<file path="config.mk">
export PLATFORM = sky130hd
export DESIGN_NAME = fetch_pc_ras
export DESIGN_NICKNAME = d
export VERILOG_FILES = /design/src/rtl/fetch_pc_ras.sv
export SDC_FILE = /design/constraint.sdc
export NUM_CORES = 1
export LEC_CHECK = 0
export ABC_AREA = 1
export ABC_CLOCK_PERIOD_IN_PS = 2700
export BUFFER_PORTS_ARGS = -buffer_cell sky130_fd_sc_hd__buf_2
export CORE_MARGIN = 2
export CORE_UTILIZATION = 35
export DETAILED_ROUTE_END_ITERATION = 12
export GPL_TIMING_DRIVEN = 0
export PLACE_DENSITY = 0.66
export SLEW_MARGIN = 10
export SYNTH_ARGS = -nofsm -noshare
export SYNTH_HDL_FRONTEND = slang
export SYNTH_SLANG_ARGS = --single-unit
export TNS_END_PERCENT = 5
</file>
<file path="constraint.sdc">
create_clock -name clk -period 2.7 [get_ports clk]
set_input_delay 0.135 -clock clk [delete_from_list [all_inputs] [get_ports clk]]
set_output_delay 0.135 -clock clk [all_outputs]
set_load 0.1 [all_outputs]
</file>
<file path="src/rtl/fetch_pc_ras.sv">
// fetch_pc_ras: fetch-stage PC generator with optional return-address stack, enabled by defining FETCH_RAS_EN
module fetch_pc_ras #(
  parameter int PC_W      = 10,
  parameter int STEP      = 1,
  parameter int RESET_PC  = 0,
  parameter int RAS_DEPTH = 4
) (
  input  logic                           clk,
  input  logic                           reset,
  input  logic                           stall,
  input  logic                           branch,
  input  logic                           alu_zero,
  input  logic [PC_W-1:0]                pc_branch,
  input  logic                           jmp,
  input  logic                           call,
  input  logic                           ret,
  input  logic [PC_W-1:0]                pc_jmp,
  output logic [PC_W-1:0]                pc,
  output logic [$clog2(RAS_DEPTH+1)-1:0] ras_count,
  output logic                           ras_overflow,
  output logic                           ras_underflow
);
  localparam logic [PC_W-1:0] STEP_V = PC_W'(STEP);
  localparam logic [PC_W-1:0] RST_V  = PC_W'(RESET_PC);
  logic [PC_W-1:0] w_seq, w_next;
  assign w_seq = pc + STEP_V;
  // pc register: reset vector, hold on stall, otherwise take the selected next pc
  always_ff @(posedge clk)
    if (reset) pc <= RST_V;
    else if (!stall) pc <= w_next;
`ifdef FETCH_RAS_EN
  localparam int CW = $clog2(RAS_DEPTH+1);
  localparam int PW = $clog2(RAS_DEPTH);
  localparam logic [CW-1:0] FULL_C = CW'(RAS_DEPTH);
  localparam logic [PW-1:0] LAST_P = PW'(RAS_DEPTH-1);
  logic [PC_W-1:0] r_ras [RAS_DEPTH];
  logic [PW-1:0]   r_ptr, w_ptr_inc, w_ptr_dec;
  logic [CW-1:0]   r_count;
  logic            r_ovf, r_unf, w_empty, w_full, w_push, w_swap, w_pop;
  // r_ptr is the next write slot of a circular buffer, so the top lives one slot behind it
  always_comb begin
    w_ptr_inc = (r_ptr == LAST_P) ? '0 : r_ptr + PW'(1);
    w_ptr_dec = (r_ptr == '0) ? LAST_P : r_ptr - PW'(1);
    w_empty   = r_count == '0;
    w_full    = r_count == FULL_C;
    w_push    = call & (~ret | w_empty);
    w_swap    = call & ret & ~w_empty;
    w_pop     = ret & ~call & ~w_empty;
    w_next    = ret ? (w_empty ? pc_jmp : r_ras[w_ptr_dec])
              : (call | jmp) ? pc_jmp
              : (branch & alu_zero) ? pc_branch : w_seq;
  end
  // return-address storage: push writes the next slot, a call+ret swap rewrites the top in place
  always_ff @(posedge clk)
    if (!reset && !stall && (w_push || w_swap)) r_ras[w_swap ? w_ptr_dec : r_ptr] <= w_seq;
  // stack pointer, occupancy and one-cycle event flags
  always_ff @(posedge clk) begin
    if (reset) begin
      r_ptr   <= '0;
      r_count <= '0;
      r_ovf   <= 1'b0;
      r_unf   <= 1'b0;
    end else if (stall) begin
      r_ovf <= 1'b0;
      r_unf <= 1'b0;
    end else begin
      r_ovf <= call & ~ret & w_full;
      r_unf <= ret & w_empty;
      if (w_push) r_ptr <= w_ptr_inc;
      else if (w_pop) r_ptr <= w_ptr_dec;
      if (w_push && !w_full) r_count <= r_count + CW'(1);
      else if (w_pop) r_count <= r_count - CW'(1);
    end
  end
  assign ras_count     = r_count;
  assign ras_overflow  = r_ovf;
  assign ras_underflow = r_unf;
`else
  // without a stack, call and ret are plain jumps to pc_jmp
  always_comb w_next = (ret | call | jmp) ? pc_jmp : (branch & alu_zero) ? pc_branch : w_seq;
  assign ras_count     = '0;
  assign ras_overflow  = 1'b0;
  assign ras_underflow = 1'b0;
`endif
endmodule

</file>
## After elaboration in Yosys (flattened, before gate mapping)

Cells that the tools add are included.

| word-level totals | value |
|---|---|
| register bits after elaboration | 10 |
| bits in latches | 0 |
| memory bits (writable) | 0 |
| memory bits (read-only) | 0 |
| input bits | 28 |
| output and inout bits | 15 |
| word-level logic and storage cells | 7 |
| memories kept | 0 |

| operators by class | value |
|---|---|
| add/subtract/negate cells | 1 |
| multipliers | 0 |
| divide/modulo/power cells | 0 |
| order comparisons | 0 |
| equality and inequality tests | 0 |
| shifts and indexed selects | 0 |
| mux-type cells | 2 |
| bitwise logic cells | 3 |
| reductions and logical operators | 0 |

Operators by type and width:

| kind | number |
|---|---|
| two-way mux 10 bit | 2 |
| adder 10 x 1 -> 10 bit, second input constant | 1 |
| OR 1 bit | 2 |
| AND 1 bit | 1 |

## Longest topological paths before layout

| depth | value |
|---|---|
| depth after elaboration | 3 |
| depth in mapped cells | 8 |
| depth with buffers taken out | 8 |

## Least setup slack after synthesis

No wires, ideal clock.

| timing path | value |
|---|---|
| path kind | flip-flop to flip-flop |
| start | register pc[0] |
| end | register pc[8] |
| setup time | 0.122 ns |
| data arrival time | 1.853 ns |
| required time | 2.578 ns |
| setup slack | 0.725 ns |
| cell stages (with the launch flop) | 9 |
| period minus slack after synthesis | 1.975 ns |
| cells stage by stage | dfxtp_1 -> ha_1 -> nand2_1 -> nor2_2 -> nand3_1 -> nand2_1 -> nand3_1 -> nand2_1 -> a21oi_1 |

| on the way | value |
|---|---|
| cells in the longest elaborated chain, start to end | 3 |

Ends and longest elaborated chain:

| what | line | source |
|---|---|---|
| start: declaration | 18 | `output logic [PC_W-1:0] pc,` |
| start signal: assignment | 30 | `else if (!stall) pc <= w_next;` |
| adder 10 x 1 -> 10 bit | 26 | `assign w_seq = pc + STEP_V;` |
| two-way mux 10 bit (2 in series) | 80 | `always_comb w_next = (ret \| call \| jmp) ? pc_jmp : (branch & alu_zero) ? pc_branch : w_seq;` |

No other way between the ends.
A chain may end at the register's enable or synchronous reset.

## Final worst setup path

| timing path | value |
|---|---|
| start | register pc[5] |
| end | output port pc[5] |

No word-level cell between the ends.

==> impl_metrics.env <==
export IMPL_status="completed"
export IMPL_finClkSkew_ps=3.807
export IMPL_firstDrtPassIters=4
export IMPL_ant_nets=0
export IMPL_layout_cells_sized_above_1_pct=31.61
export IMPL_yosys_top_cells_area="dfxtp_1 25%, a21oi_1 11%, nor2_1 10%"
export IMPL_reg_top3="pc (10)"
export IMPL_leak_nw=0.5608
export IMPL_fp_dieArea_sq_um=2655
export IMPL_yosysSeqAreaShare_pct=25.32
export IMPL_detail_route_drc_violations=0
export IMPL_sequential_cell_area_sq_um=200.2
export IMPL_yosys_cell_types_count=23
export IMPL_pre_cts_slack_ps=1440
export IMPL_cts_tree="yes"
export IMPL_max_clock_path_buffers=2
export IMPL_drt_initial_drc_count=22
export IMPL_numClockSinks=10
export IMPL_gpl_final_weighted_congestion=0.8057
export IMPL_path_max_fanout=9
export IMPL_cts_resized_gates=0
export IMPL_ys_seq_elements=10
export IMPL_synth_cell_area_sq_um=790.8
export IMPL_vias=974
export IMPL_io_buffer_count=36
export IMPL_multi_input_area_sq_um=485.5
export IMPL_cp_arrival_ps=1250
export IMPL_width_of_the_die_um=51.53
export IMPL_antenna_violations_before_repair=0
export IMPL_setup_violating_endpoint_count_in_the_final_report=0
export IMPL_first_global_vias=845
export IMPL_slew_violations=0
export IMPL_fillcell_total=264
export IMPL_core_rowCount=17
export IMPL_pin_count_of_the_biggest_net_entering_global_routing=11
export IMPL_number_of_buffers_added_by_the_clock_tree_synthesis_step=3
export IMPL_grt_pass1_wl_um=3663
export IMPL_final_min_period_over_clock_period_pct=51.11
export IMPL_largest_register="pc"
export IMPL_setup_total_negative_slack_ps=0
export IMPL_nets=205
export IMPL_postLayoutCoreUtil_pct=48.10
export IMPL_worstSetupEndpointType="output port"
export IMPL_power_per_cell_area_nw_per_um2=465.3
export IMPL_postSynthAreaPerCell_sq_um=6.036
export IMPL_largest_register_ffs=10
export IMPL_start_kind="flip-flop"
export IMPL_cell_chosen_for_the_clock_root="clkbuf_4"
export IMPL_cp_data_required_time_ps=2570
export IMPL_syn_inst=131
export IMPL_post_synth_top_area_cell="dfxtp_1"
export IMPL_cts_hold_fix_buffers=0
export IMPL_crit_buf_inv=1
export IMPL_chipHeight_um=51.53
export IMPL_ys_warn_count=0
export IMPL_post_drt_wl_per_cell_um=11.31
export IMPL_critical_path_start_end_classification="flip-flop to output port"
export IMPL_crit_path_max_incr_delay_ps=490
export IMPL_floorplan_initialDensity_pct=36.45
export IMPL_yosys_area_share_adder_pct=1.582
export IMPL_gr_usage_all_layers_pct=18.64
export IMPL_post_synth_simple_gate_area_pct=30.54
export IMPL_cts_htree_levels=1
export IMPL_final_critical_path_setup_slack_ps=1320
export IMPL_final_min_clock_period_ps=1380
export IMPL_synth_area_mux_share_pct=0
export IMPL_cp_top_family="flip-flops"
export IMPL_timing_hold_violations_final=0
export IMPL_grt_setup_unrepaired="no"
export IMPL_design_core_area_sq_um=2170
export IMPL_cts_repair_timing_setup_buffer_count=0
export IMPL_antenna_cells=0
export IMPL_synth_top_cell_area_share_pct=25.32
export IMPL_worstSkewPairLatency_ps=270
export IMPL_synth_compound_gate_area_share_pct=24.68
export IMPL_fmax_mhz=724.6
export IMPL_dominant_combinational_cell_family_by_area_after_synthesis="simple AND/OR/NAND/NOR gates"
export IMPL_viasPerCell=4.822
export IMPL_dp_hpwl_um=1648
export IMPL_max_vdd_ir_drop_mv=0.2199
export IMPL_io_count=43
export IMPL_clock_pin_slew_on_the_worst_setup_and_hold_paths_ps=70
export IMPL_timing_critical_path_cells="buf_2"
export IMPL_slew_headroom_pct=65.23
export IMPL_holdCritPathClass="primary input to flip-flop"
export IMPL_max_slew_worst_pin_slew_ps=521.5
export IMPL_maxCapViolCount=0
export IMPL_post_synth_xor_area_fraction_pct=2.215
export IMPL_area_growth_synth_to_final_pct=31.96
export IMPL_globalRoute_totalOverflow=0
export IMPL_final_routed_wirelength_um=2285
export IMPL_timing_critical_path_slowest_stage_cell="dfxtp_1"
per-stage QoR:
stage | hold WS (ps) | total power [mW] | std cells | area, sq um
6_report | 137.0 | 0.4856 | 202 | 1044
5_1_grt | 149.8 | 0.5086 | 202 | 1044
4_1_cts | 140.9 | 0.4882 | 202 | 1044
3_5_place_dp | 422.5 | 0.3796 | 199 | 1021
3_3_place_gp | 411.5 | 0.3766 | 199 | 1021
2_1_floorplan | 316.5 | 0.3369 | 135 | 805.8
layout make-up:
| class | count | area share, % |
|---|---|---|
| Tap cell | 28 | 3.357 |
| Sequential cell | 10 | 19.18 |
| Multi-Input combinational cell | 100 | 46.52 |
| Clock buffer | 3 | 2.158 |
| Inverter | 15 | 5.396 |
| Buffer | 10 | 6.115 |
| Timing Repair Buffer | 36 | 17.27 |
cells in the mapped netlist:
| cell | number |
|---|---|
| ha_1 | 1 |
| conb_1 | 1 |
| dfxtp_1 | 10 |
| nand2_1 | 19 |
| nand3_1 | 9 |
| a21oi_2 | 2 |
| nand2_2 | 1 |
| nor2_2 | 1 |
| inv_1 | 14 |
| buf_4 | 6 |
| o21ai_1 | 2 |
| a21oi_1 | 18 |
| nand3_2 | 1 |
| clkbuf_2 | 1 |
| nor2_4 | 1 |
| xor2_1 | 2 |
| a22oi_1 | 1 |
| o21ai_0 | 14 |
| nand4_1 | 2 |
| inv_2 | 1 |
| buf_2 | 2 |
| nor2_1 | 21 |
| clkbuf_1 | 1 |
layout by cell type (no fill, tap or decap):
cell,instances
nor2_4,1
nand3_2,1
buf_4,6
o21ai_1,2
buf_2,38
nor2_2,1
clkbuf_1,1
inv_2,1
nand2_1,19
clkbuf_4,3
nor2_1,21
nand3_1,9
nand2_2,1
a21oi_2,2
ha_1,1
conb_1,5
nand4_1,2
a21oi_1,18
inv_1,14
o21ai_0,14
a22oi_1,1
clkbuf_2,1
xor2_1,2
dfxtp_1,10
power breakdown:
part	total (mW)	internal [mW]	switching, mW
Sequential	0.173	0.158	0.0146
Clock	0.109	0.0516	0.0570
Combinational	0.204	0.0472	0.157
Total	0.486	0.257	0.228
kinds of logic (layout without fill, tap and decap cells):
logic type,after synthesis,count (layout)
AND/OR/NAND/NOR,55,55
AO/OA/AOI/OAI,37,37
buffers and inverters,25,64
flip-flops,10,10
XOR/XNOR,2,2
adder cells (fa/ha/maj),1,1
other,1,5
path summary, 6_finish.rpt:
path,start,end,slack [ps],depth (start not counted)
hold reg to reg,pc[4]$_SDFFE_PP0N_,pc[4]$_SDFFE_PP0N_,600,2
hold / removal,pc_branch[0],pc[0]$_SDFFE_PP0N_,140,3
setup / recovery,pc[5]$_SDFFE_PP0N_,pc[5],1320,1
setup reg to reg,pc[0]$_SDFFE_PP0N_,pc[8]$_SDFFE_PP0N_,1420,8
layer usage:
metal / track usage [%] / up-vias / share of wire, %
met3: 3.736 / 4 / 7.0
met1: 21.39 / 430 / 43
met4: 7.895 / 0 / 1.1
met5: 0 / - / 0
li1: - / 506 / -
met2: 33.33 / 34 / 49
(Power assumes the default switching activity.)
